$ cat src/rtl/rf_write_arbiter_if.sv
// -----------------------------------------------------------------------------
// rf_write_arbiter_if
// Bundles the two writeback request channels and the register-file write port
// driven by rf_write_arbiter.
//   pipe_valid/addr/data -> pipeline writeback request, pipe_ready <- grant
//   lu_valid/addr/data   -> long-latency unit request,   lu_ready   <- grant
//   we/wb_addr/wb_data/wb_src <- registered register-file write port
//   fwd_valid            <- in-flight write visible for bypass (== we)
//   starve_cnt           <- long-latency starvation count (debug)
// Modports: master = requesters / register file side, slave = arbiter.
// -----------------------------------------------------------------------------
interface rf_write_arbiter_if #(
    parameter int CW = 4
);
    logic          pipe_valid;
    logic [4:0]    pipe_addr;
    logic [31:0]   pipe_data;
    logic          pipe_ready;

    logic          lu_valid;
    logic [4:0]    lu_addr;
    logic [31:0]   lu_data;
    logic          lu_ready;

    logic          we;
    logic [4:0]    wb_addr;
    logic [31:0]   wb_data;
    logic          wb_src;
    logic          fwd_valid;
    logic [CW-1:0] starve_cnt;

    modport master (
        output pipe_valid, pipe_addr, pipe_data,
        output lu_valid, lu_addr, lu_data,
        input  pipe_ready, lu_ready,
        input  we, wb_addr, wb_data, wb_src, fwd_valid, starve_cnt
    );

    modport slave (
        input  pipe_valid, pipe_addr, pipe_data,
        input  lu_valid, lu_addr, lu_data,
        output pipe_ready, lu_ready,
        output we, wb_addr, wb_data, wb_src, fwd_valid, starve_cnt
    );
endinterface

$ cat src/rtl/rf_write_arbiter.sv
// -----------------------------------------------------------------------------
// rf_write_arbiter
// Shares the register file's single write port between the in-order pipeline
// writeback and the long-latency unit writeback. The pipeline normally wins;
// a saturating starvation counter forces a long-latency grant after
// STARVE_LIMIT consecutive refused cycles. Accepted writes are registered and
// presented on the write port one cycle later; writes to x0 complete the
// handshake but never raise we.
// Ports:
//   i_clk    - clock, rising edge
//   i_reset  - asynchronous active-low reset
//   bus      - rf_write_arbiter_if.slave (requests, grants, write port, debug)
// Parameters:
//   STARVE_LIMIT - refused cycles before forced lu priority (1..15)
//   CW           - starvation counter width, must hold STARVE_LIMIT; must
//                  match the CW of the connected interface
// -----------------------------------------------------------------------------
module rf_write_arbiter #(
    parameter int STARVE_LIMIT = 3,
    parameter int CW           = 4
) (
    input  logic               i_clk,
    input  logic               i_reset,
    rf_write_arbiter_if.slave  bus
);
    localparam logic [CW-1:0] LIMIT = CW'(STARVE_LIMIT);

    logic          r_we;
    logic [4:0]    r_wb_addr;
    logic [31:0]   r_wb_data;
    logic          r_wb_src;
    logic [CW-1:0] r_starve_cnt;

    logic          w_force_lu;
    logic          w_pipe_ready;
    logic          w_lu_ready;
    logic          w_pipe_acc;
    logic          w_lu_acc;
    logic [4:0]    w_win_addr;
    logic [31:0]   w_win_data;
    logic [CW-1:0] w_cnt_next;

    // Readies depend only on the other source's valid, never their own, and
    // are gated low while reset is asserted. With both valid, exactly one of
    // the two readies is high, so at most one source is accepted per cycle.
    assign w_force_lu   = (r_starve_cnt == LIMIT);
    assign w_pipe_ready = i_reset & ~(bus.lu_valid & w_force_lu);
    assign w_lu_ready   = i_reset & (~bus.pipe_valid | w_force_lu);
    assign w_pipe_acc   = bus.pipe_valid & w_pipe_ready;
    assign w_lu_acc     = bus.lu_valid & w_lu_ready;

    assign w_win_addr = w_lu_acc ? bus.lu_addr : bus.pipe_addr;
    assign w_win_data = w_lu_acc ? bus.lu_data : bus.pipe_data;

    // Clear on acceptance or when lu is idle; otherwise lu was refused and
    // the count saturates at the limit.
    always_comb begin
        w_cnt_next = r_starve_cnt;
        if (!bus.lu_valid || w_lu_acc) begin
            w_cnt_next = '0;
        end else if (r_starve_cnt != LIMIT) begin
            w_cnt_next = r_starve_cnt + 1'b1;
        end
    end

    always_ff @(posedge i_clk or negedge i_reset) begin
        if (!i_reset) begin
            r_we         <= 1'b0;
            r_wb_addr    <= '0;
            r_wb_data    <= '0;
            r_wb_src     <= 1'b0;
            r_starve_cnt <= '0;
        end else begin
            r_starve_cnt <= w_cnt_next;
            if (w_pipe_acc || w_lu_acc) begin
                r_we      <= (w_win_addr != 5'd0);
                r_wb_addr <= w_win_addr;
                r_wb_data <= w_win_data;
                r_wb_src  <= w_lu_acc;
            end else begin
                r_we <= 1'b0;
            end
        end
    end

    assign bus.pipe_ready = w_pipe_ready;
    assign bus.lu_ready   = w_lu_ready;
    assign bus.we         = r_we;
    assign bus.wb_addr    = r_wb_addr;
    assign bus.wb_data    = r_wb_data;
    assign bus.wb_src     = r_wb_src;
    assign bus.fwd_valid  = r_we;
    assign bus.starve_cnt = r_starve_cnt;
endmodule

$ cat src/flat_wrapper.sv
// flat-port wrapper written by rule: the top's interface ports become plain ports
module rf_write_arbiter_flat 
#(
    parameter int STARVE_LIMIT = 3,
    parameter int CW           = 4
)
  (i_clk, i_reset, bus_pipe_valid, bus_pipe_addr, bus_pipe_data, bus_lu_valid, bus_lu_addr, bus_lu_data, bus_pipe_ready, bus_lu_ready, bus_we, bus_wb_addr, bus_wb_data, bus_wb_src, bus_fwd_valid, bus_starve_cnt);
  rf_write_arbiter_if #(.CW(CW)) bus_i ();
  input  logic i_clk;
  input  logic i_reset;
  input wire logic [$bits(bus_i.pipe_valid)-1:0] bus_pipe_valid;
  input wire logic [$bits(bus_i.pipe_addr)-1:0] bus_pipe_addr;
  input wire logic [$bits(bus_i.pipe_data)-1:0] bus_pipe_data;
  input wire logic [$bits(bus_i.lu_valid)-1:0] bus_lu_valid;
  input wire logic [$bits(bus_i.lu_addr)-1:0] bus_lu_addr;
  input wire logic [$bits(bus_i.lu_data)-1:0] bus_lu_data;
  output wire logic [$bits(bus_i.pipe_ready)-1:0] bus_pipe_ready;
  output wire logic [$bits(bus_i.lu_ready)-1:0] bus_lu_ready;
  output wire logic [$bits(bus_i.we)-1:0] bus_we;
  output wire logic [$bits(bus_i.wb_addr)-1:0] bus_wb_addr;
  output wire logic [$bits(bus_i.wb_data)-1:0] bus_wb_data;
  output wire logic [$bits(bus_i.wb_src)-1:0] bus_wb_src;
  output wire logic [$bits(bus_i.fwd_valid)-1:0] bus_fwd_valid;
  output wire logic [$bits(bus_i.starve_cnt)-1:0] bus_starve_cnt;
  assign bus_i.pipe_valid = bus_pipe_valid;
  assign bus_i.pipe_addr = bus_pipe_addr;
  assign bus_i.pipe_data = bus_pipe_data;
  assign bus_i.lu_valid = bus_lu_valid;
  assign bus_i.lu_addr = bus_lu_addr;
  assign bus_i.lu_data = bus_lu_data;
  assign bus_pipe_ready = bus_i.pipe_ready;
  assign bus_lu_ready = bus_i.lu_ready;
  assign bus_we = bus_i.we;
  assign bus_wb_addr = bus_i.wb_addr;
  assign bus_wb_data = bus_i.wb_data;
  assign bus_wb_src = bus_i.wb_src;
  assign bus_fwd_valid = bus_i.fwd_valid;
  assign bus_starve_cnt = bus_i.starve_cnt;
  rf_write_arbiter #(.STARVE_LIMIT(STARVE_LIMIT), .CW(CW)) u_core (.i_clk(i_clk), .i_reset(i_reset), .bus(bus_i));
endmodule
$ cat config.mk
export PLATFORM = sky130hd
export DESIGN_NAME = rf_write_arbiter_flat
export DESIGN_NICKNAME = d
export VERILOG_FILES = /design/src/rtl/rf_write_arbiter_if.sv /design/src/rtl/rf_write_arbiter.sv /design/src/flat_wrapper.sv
export SDC_FILE = /design/constraint.sdc
export NUM_CORES = 1
export LEC_CHECK = 0
export CORE_ASPECT_RATIO = 0.7
export CORE_MARGIN = 5
export CORE_UTILIZATION = 30
export DETAILED_ROUTE_END_ITERATION = 10
export HOLD_SLACK_MARGIN = 0.15
export PLACE_DENSITY = 0.7
export SLEW_MARGIN = 40
export SYNTH_ARGS = -nofsm -noshare
export SYNTH_HDL_FRONTEND = slang
export SYNTH_SLANG_ARGS = --single-unit
$ cat constraint.sdc
create_clock -name i_clk -period 2.1 [get_ports i_clk]
set_input_delay 0.42 -clock i_clk [delete_from_list [all_inputs] [get_ports i_clk]]
set_output_delay 0.42 -clock i_clk [all_outputs]
set_load 0.005 [all_outputs]
==> results of run 1 <==
worst paths after layout:
kind,start,to
hold / removal,i_reset,u_core.bus.wb_data[9]
setup / recovery,u_core.bus.starve_cnt[1],u_core.bus.wb_data[22]
hold reg to reg,u_core.bus.wb_src,u_core.bus.wb_src
min in group i_clk,u_core.bus.wb_src,u_core.bus.wb_src
setup reg to reg,u_core.bus.starve_cnt[1],u_core.bus.wb_data[22]
max in group asynchronous,i_reset,u_core.bus.wb_addr[2]
where the power goes:
part	total (W)	switching [W]	internal, W
sequential	0.00101	0.0000676	0.000939
clock	0.000587	0.000286	0.000301
combinational	0.000737	0.000263	0.000474
total	0.00233	0.000616	0.00171
through the flow:
stage / cell area, µm² / total power [W] / setup slack (ps) / hold WS, ps / utilization [%]
final: 3680 / 0.00233 / 60.7 / 164 / 51.1
after detailed placement: 3560 / 0.00175 / 44.2 / 475 / 49.5
after CTS: 3660 / 0.00234 / 21.5 / 177 / 51.0
after floorplan: 2190 / 0.00126 / 161 / 124 / -
after global placement: 3560 / 0.00174 / 84.8 / 471 / 49.5
after global routing: 3680 / 0.00245 / -8.25 / 191 / 51.1
repair_timing:
item / 4_1_cts / 5_1_grt
setup endpoints to repair: 2 / 2
resized for setup: 4 / 5
pin swaps: 0 / 1
buffers inserted: 0 / 1
layout make-up:
cell class | count | area (µm²)
fillers | 623 | 3510
repair buffers | 140 | 1370
flip-flops and latches | 43 | 1080
multi-input cells | 103 | 1000
well taps | 98 | 123
clock buffers | 8 | 100
inverters | 2 | 7.51
sequential cells by signal, indices dropped and copies added, names as in the netlist:
register,count
u_core.bus.fwd_valid,1
u_core.bus.starve_cnt,4
u_core.bus.wb_data,32
u_core.bus.wb_addr,5
u_core.bus.wb_src,1
kinds of logic after synthesis:
| logic type | share of synthesized area (%) |
|---|---|
| flops | 49.1 |
| buf+inv | 6.28 |
| xor+xnor | 0.799 |
| simple gates | 3.37 |
| mux | 0.970 |
| compound gates | 38.9 |
| fa+ha+maj | 0.571 |
layer usage:
layer,vias to the layer above,routed length (µm),part of all wire [%]
met5,-,0,0
met4,0,49,0.64
met1,1110,3580,47
met3,6,758,9.9
met2,114,3230,42
li1,990,-,-
layout by cell type, fill, tap and decap left out, drive strengths merged, types with 3 or more instances in the layout:
cell type | Yosys | final
dfrtp | 43 | 43
o21ai | 3 | 3
buf | 11 | 19
a221o | 37 | 37
clkbuf | 16 | 9
a21oi | 3 | 3
o2111a | 37 | 37
nand2 | 3 | 3
clkdlybuf4s50 | 0 | 119
nor2 | 5 | 5
==> results.cfg, run 1 <==
[synthesis]
synthTopCellsByArea = dfrtp_1 (49%), o2111a_1 (19%), a221o_1 (17%)
synth_common_cells = dfrtp_1 (43), a221o_1 (37), o2111a_1 (37)
synth.distinct_cells = 26
postSynthCellCount = 175
synth_largest_area_cell = dfrtp_1
ys.flop_type = dfrtp_1
synth_area_um2 = 2190
yosysTopAreaCellShare_pct = 49.1
post-synth-top-count-cell = dfrtp_1
ys_ff_latch = 43
yosysWarnings = 0
avgSynthCellArea_um2 = 12.5
synth_nets = 254
synth_edf_count = 0
synthArstFlopShare_pct = 100
yosysSeqAreaShare_pct = 49.1

[clocking]
clock_sinks = 43
numCtsBuffers = 5
cts.clk_slew.worst_paths_ps = 80
htreeDepth = 2
cts_tree = done
cts_buffer_depth = 2
cts_root_buf = clkbuf_8
clk_latency_ps = 290
hold_buffers = 0

[critical_path]
critical_path.max_stage_delay_ps = 420
critPathLaunchType = register
required_ps = 2330
cp_slowest_cell = or3b_4
path_class = register to register
cp_top_family = compound AO/OA/AOI/OAI gates
crit_cells = 6
ff2ff_path_depth = 6
cp-end-kind = register
crit_chain = ha_2 > or3b_4 > buf_4 > a211oi_4 > buf_12 > a221o_1
path_max_fanout = 30
critPathBufInv = 2
r2r_slack_ps = 60
arrival_ps = 2270

[sta]
period_share_pct = 97.1
slew_viol_final = 0
worstMarginPinSlew_ps = 383
setup_viol = 0
tns_ps = 0
fin_crit_ps = 2040
relSlewSlack_pct = 74.5
max_freq_mhz = 490
finalHoldViolations = 0
fin_skew_ps = 3.28

[route]
drc_errors = 0
viasPerCell = 5.63
drtPass1Iterations = 4
wire_per_inst_um = 19.3
vias = 2220
first_iter_violations = 134
antenna_left = 0
wirelength_mm = 7.62

[placement]
routabilityCongestion = 0.746
portBuffers = 123
dp_hpwl_mm = 5.27
place_inst = 385

[power_and_ir_drop]
power_density_nw_per_um2 = 634
ir_drop_v = 0.000275
power_leakage_nw = 1.45

[cells_and_area]
fin_nets = 374
drive_above_1_share_pct = 11.1
n_antenna_cell = 0
stdcell_count = 394
area_growth_pct = 67.8

[grt]
grt_pass1_wl_mm = 12.2
grt.total_usage_pct = 16.5
use_met1_pct = 23.2
met2_usage_pct = 24.9
first_global_vias = 2290
grt_max_degree = 82
antenna_found_initial = 0
use_met3_pct = 5.67
grt-busiest-layer = met2
grt-ovfl-total = 0

[floorplanning]
ios = 124
initial_core_util_pct = 30.5
core_um2 = 7190
die-area_um2 = 9140
die_w_um = 112
die_height_um = 81.5
rows = 26

[worst_hold_path]
hold_class = primary input to asynchronous set/reset pin

[run_status]
status = finished clean

[job]
maxCapViolCount = 0
Note: power is estimated with default switching activity, not from simulation.
==> run 2: changes to the inputs <==
- ABC_AREA: unset -> 0
- clock period: 2.1 -> 2.25 ns (I/O delays scaled with it)
==> run 2 against run 1 <==
Sequential share of layout area down 0.079 points. Clock skew is 13 ps higher. Count of clock-buffer cells in the layout is 2 lower. Cell count fell by 1.0%. Highest routed layer unchanged.
==> results.cfg, run 2 (same netlist as run 1, synthesis figures left out) <==
[critical_path]
cp_slowest_cell = or3b_4
required_ps = 1800
r2r-start = u_core.bus.starve_cnt[0]
path_max_fanout = 3
critical_path.max_stage_delay_ps = 410
path_class = register to output port
cp-end-kind = output port
arrival_ps = 1690
crit_chain = ha_2 > or3b_4 > nor2_1 > nor2_1 > dlygate4sd2_1
r2r-end = u_core.bus.fwd_valid
crit_path_frequent_cell = nor2_1
critPathLaunchType = register
ff2ff_path_depth = 5
r2r_slack_ps = 220

[power_and_ir_drop]
switching_share_pct = 24.6
seq_power_share_pct = 40.3
intPower_w = 0.00176
combPwrFrac_pct = 29.2
p_total_w = 0.00233
power_density_nw_per_um2 = 633
power_leakage_nw = 1.45
ir_drop_v = 0.000282
p_sw_w = 0.000573
pwr-share-clk_pct = 30.5

[run_status]
status = finished clean

[route]
wire_per_inst_um = 19.2
wirelength_mm = 7.48
drtPass1Iterations = 4
drc_errors = 0
viasPerCell = 5.47
antenna_left = 0
vias = 2135
first_iter_violations = 139

[cells_and_area]
area_growth_pct = 68.2
layout_commonest_cell = clkdlybuf4s50_1
final_cell_mix = clkdlybuf4s50_1 (119), dfrtp_1 (43), o2111a_1 (37), a221o_1 (37), buf_4 (10)
n_antenna_cell = 0
drive_above_1_share_pct = 9.25
largest_register_ffs = 32
fin_nets = 370

[clocking]
clock_sinks = 43
cts_tree = done
numCtsBuffers = 5
cts.clk_slew.worst_paths_ps = 90
htreeDepth = 2
cts_buffer_depth = 2
cts_root_buf = clkbuf_8
clk_latency_ps = 290

[sta]
tns_ps = 0
fin_crit_ps = 2140
max_freq_mhz = 468
worstMarginPinSlew_ps = 511
holdWs_ps = 220
setup_viol = 0
fin_ws_ps = 114
slew_viol_final = 0
rsz0062_at_grt = no
finalHoldViolations = 0
fin_skew_ps = 16.0
relSlewSlack_pct = 65.9
period_share_pct = 94.9

[placement]
routabilityCongestion = 0.741
dp_slack_ps = 150
portBuffers = 123
dp_hpwl_mm = 5.12

[floorplanning]
rows = 26
ios = 124
initial_core_util_pct = 30.5
die-area_um2 = 9140
die_w_um = 112
core_um2 = 7190
die_height_um = 81.5

[grt]
grt-ovfl-total = 0
grt_max_degree = 48
grt.total_usage_pct = 16.4
first_global_vias = 2210
antenna_found_initial = 0
grt_pass1_wl_mm = 12.0

[worst_hold_path]
hold_class = primary input to asynchronous set/reset pin

[job]
maxCapViolCount = 0
[run 2: changes by cell type in the layout (fill, tap and decap cells not counted)]
cell / previous run / this run
buf_12: 2 / 3
buf_4: 15 / 10
bufinv_16: 0 / 2
clkbuf_2: 1 / 0
clkbuf_8: 7 / 5
clkdlybuf4s15_1: 1 / 0
dlygate4sd2_1: 0 / 2
nor2_1: 4 / 5
nor2_4: 1 / 0
[run 2: what timing repair did]
item	4_1_cts	5_1_grt
endpoints found under the hold margin	0	0
endpoints found under the setup margin	2	0
hold buffers	0	0
setup buffers	0	0
gates resized for setup	4	0
[run 2: power groups by stage]
stage | clock [W] | combinational [W] | sequential, W
after CTS | 0.000742 | 0.000688 | 0.000939
after detailed placement | 0 | 0.000686 | 0.000950
final | 0.000713 | 0.000682 | 0.000940
after global routing | 0.000769 | 0.000736 | 0.000952
after global placement | 0 | 0.000677 | 0.000953
after floorplan | 0 | 0.000221 | 0.000958
[run 2: worst max path at each step]
stage                             startpoint              endpoint  slack [ps]  depth (start not counted)
floorplan           u_core.bus.starve_cnt[0]  u_core.bus.fwd_valid         310                          6
global placement                bus_lu_valid        bus_pipe_ready         160                          5
detailed placement  u_core.bus.starve_cnt[0]          bus_lu_ready         150                          4
CTS                 u_core.bus.starve_cnt[0]        bus_pipe_ready         110                          5
global route        u_core.bus.starve_cnt[0]        bus_pipe_ready          10                          5
finish              u_core.bus.starve_cnt[0]        bus_pipe_ready         110                          5
[run 2: through the flow]
stage	instances	utilization [%]	area [µm²]
2_1_floorplan	175	-	2190
5_1_grt	390	51.3	3690
3_3_place_gp	382	49.4	3550
6_report	390	51.3	3690
3_5_place_dp	382	49.4	3550
4_1_cts	390	51.3	3690
[run 2: area by class of cell]
cell class / count / area (µm²)
clock buffer: 6 / 72.6
clock inverter: 2 / 60.1
fill: 673 / 3500
inverter: 2 / 7.51
multi-input combinational: 103 / 995
sequential: 43 / 1080
tap: 98 / 123
timing repair buffer: 136 / 1350
[run 2: critical path: cells and delay by family (launching register included)]
kind	cells	cell delay (ps)
fa+ha+maj	1	190
buf+inv	1	260
flops	1	380
simple gates	3	550
[run 2: routing by layer]
| layer | vias to the layer above | share of wire (%) | wire (µm) | global-route usage [%] |
|---|---|---|---|---|
| li1 | 984 | - | - | - |
| met1 | 1057 | 49 | 3640 | 22.8 |
| met2 | 92 | 43 | 3230 | 25.1 |
| met3 | 2 | 8.0 | 596 | 5.67 |
| met4 | 0 | 0.27 | 20 | 2.88 |
| met5 | - | 0 | 0 | 0 |
==> run 3: changes to the inputs <==
- CORE_UTILIZATION: 30 -> 25
- PLACE_DENSITY: 0.7 -> 0.61
==> run 3 against run 2 <==
Sequential share of layout area is 0.45 points lower. Design area is 1.6% higher. Routed wire length is 8.6% higher. Flip-flop and latch count stayed put. Worst hold slack worse by 29 ps. Sequential power hardly changed. Clock power is 2% higher.
==> results.cfg, run 3 (same netlist as run 1, synthesis figures left out) <==
[grt]
grt-ovfl-total = 0
first_global_vias = 2390
grt_pass1_wl_mm = 12.8
grt.total_usage_pct = 15.1
grt_max_degree = 49
antenna_found_initial = 0

[clocking]
clk_latency_ps = 280
hold_buffers = 0
cts_setup_buffers = 0
numCtsBuffers = 5
cts_tree = done
cts.repair.resized = 4
cts_buffer_depth = 2
cts.clk_slew.worst_paths_ps = 70
htreeDepth = 2
clock_sinks = 43
cts_root_buf = clkbuf_16

[route]
wire_per_inst_um = 19.6
antenna_left = 0
first_iter_violations = 104
wl_met2_mm = 3.37
wirelength_mm = 8.13
met3_length_um = 722
vias = 2156
viasPerCell = 5.20
routed.top_layer = met4
m1WireLength_mm = 3.99
drc_errors = 0
drtPass1Iterations = 4

[critical_path]
cp-startpoint = u_core.bus.starve_cnt[1]
path_class = register to output port
critPathLaunchType = register
r2r-start = u_core.bus.starve_cnt[1]
arrival_ps = 1650
cp-end-kind = output port
required_ps = 1800
r2r-end = u_core.bus.wb_data[7]
crit_end = bus_pipe_ready
path_max_fanout = 4
ff2ff_path_depth = 6
r2r_slack_ps = 170

[sta]
relSlewSlack_pct = 64.2
fin_crit_ps = 2100
slew_viol_final = 0
fin_ws_ps = 155
finalHoldViolations = 0
fin_skew_ps = 7.11
max_freq_mhz = 477
tns_ps = 0
period_share_pct = 93.1
worstMarginPinSlew_ps = 537
setup_viol = 0
rsz0062_at_grt = no

[placement]
portBuffers = 123
dp_slack_ps = 95.2
dp_hpwl_mm = 5.57
place_inst = 407
routabilityCongestion = 0.778

[cells_and_area]
stdcell_count = 415
multiInputGateArea_um2 = 995
fin_nets = 373
drive_above_1_share_pct = 10.5
area_growth_pct = 70.8
largest_register_ffs = 32
layout_commonest_cell = clkdlybuf4s50_1
n_antenna_cell = 0
final_cell_mix = clkdlybuf4s50_1 (119), dfrtp_1 (43), o2111a_1 (37), a221o_1 (37), buf_4 (15)
ff_latch_area_um2 = 1080
final_util_pct = 44.0
fillCellCount = 826

[floorplanning]
core_um2 = 8510
initial_core_util_pct = 25.7
rows = 28
die_w_um = 122
die-area_um2 = 10800
die_height_um = 88.3
ios = 124

[power_and_ir_drop]
power_density_nw_per_um2 = 629
p_total_w = 0.00236
ir_drop_v = 0.000265
power_leakage_nw = 1.47

[job]
maxCapViolCount = 0

[run_status]
status = finished clean

[worst_hold_path]
hold_class = primary input to asynchronous set/reset pin
[run 3: where the power goes]
group	internal, W	switching, W
clock	0.000415	0.000312
combinational	0.000441	0.000248
sequential	0.000878	0.0000632
total	0.00173	0.000623
[run 3: cell type report]
class                           instances  area share, %
Sequential cell                        43           28.7
Clock buffer                            5           3.34
Multi-Input combinational cell        103           26.6
Tap cell                              120           4.01
Timing Repair Buffer                  139           36.5
Inverter                                2          0.200
Clock inverter                          3          0.668
[run 3: worst min-delay path by stage]
| stage | startpoint | to | slack (ps) | depth (start not counted) |
|---|---|---|---|---|
| finish | i_reset | u_core.bus.starve_cnt[2] | 190 | 2 |
| global route | i_reset | u_core.bus.fwd_valid | 220 | 2 |
| CTS | i_reset | u_core.bus.fwd_valid | 200 | 2 |
| detailed placement | u_core.bus.wb_src | u_core.bus.wb_src | 480 | 1 |
| global placement | u_core.bus.wb_src | u_core.bus.wb_src | 480 | 1 |
| floorplan | i_reset | u_core.bus.fwd_valid | 150 | 0 |
[run 3: worst max-delay path: stages (launching register included)]
cell and delay [ps]:
dfrtp_1 360, ha_2 190, or3b_4 400, nor2_1 100, nor2_1 50, dlygate4sd2_1 260
[run 3: routing by layer]
layer,up-vias,global-route usage (%)
li1,984,-
met1,1066,20.7
met2,101,22.9
met3,5,5.30
met4,0,3.56
met5,-,0
[run 3: through the flow]
step | area [µm²] | hold WS [ps]
detailed placement | 3590 | 485
CTS | 3740 | 199
global route | 3740 | 224
finish | 3740 | 190
floorplan | 2190 | 154
global placement | 3590 | 478
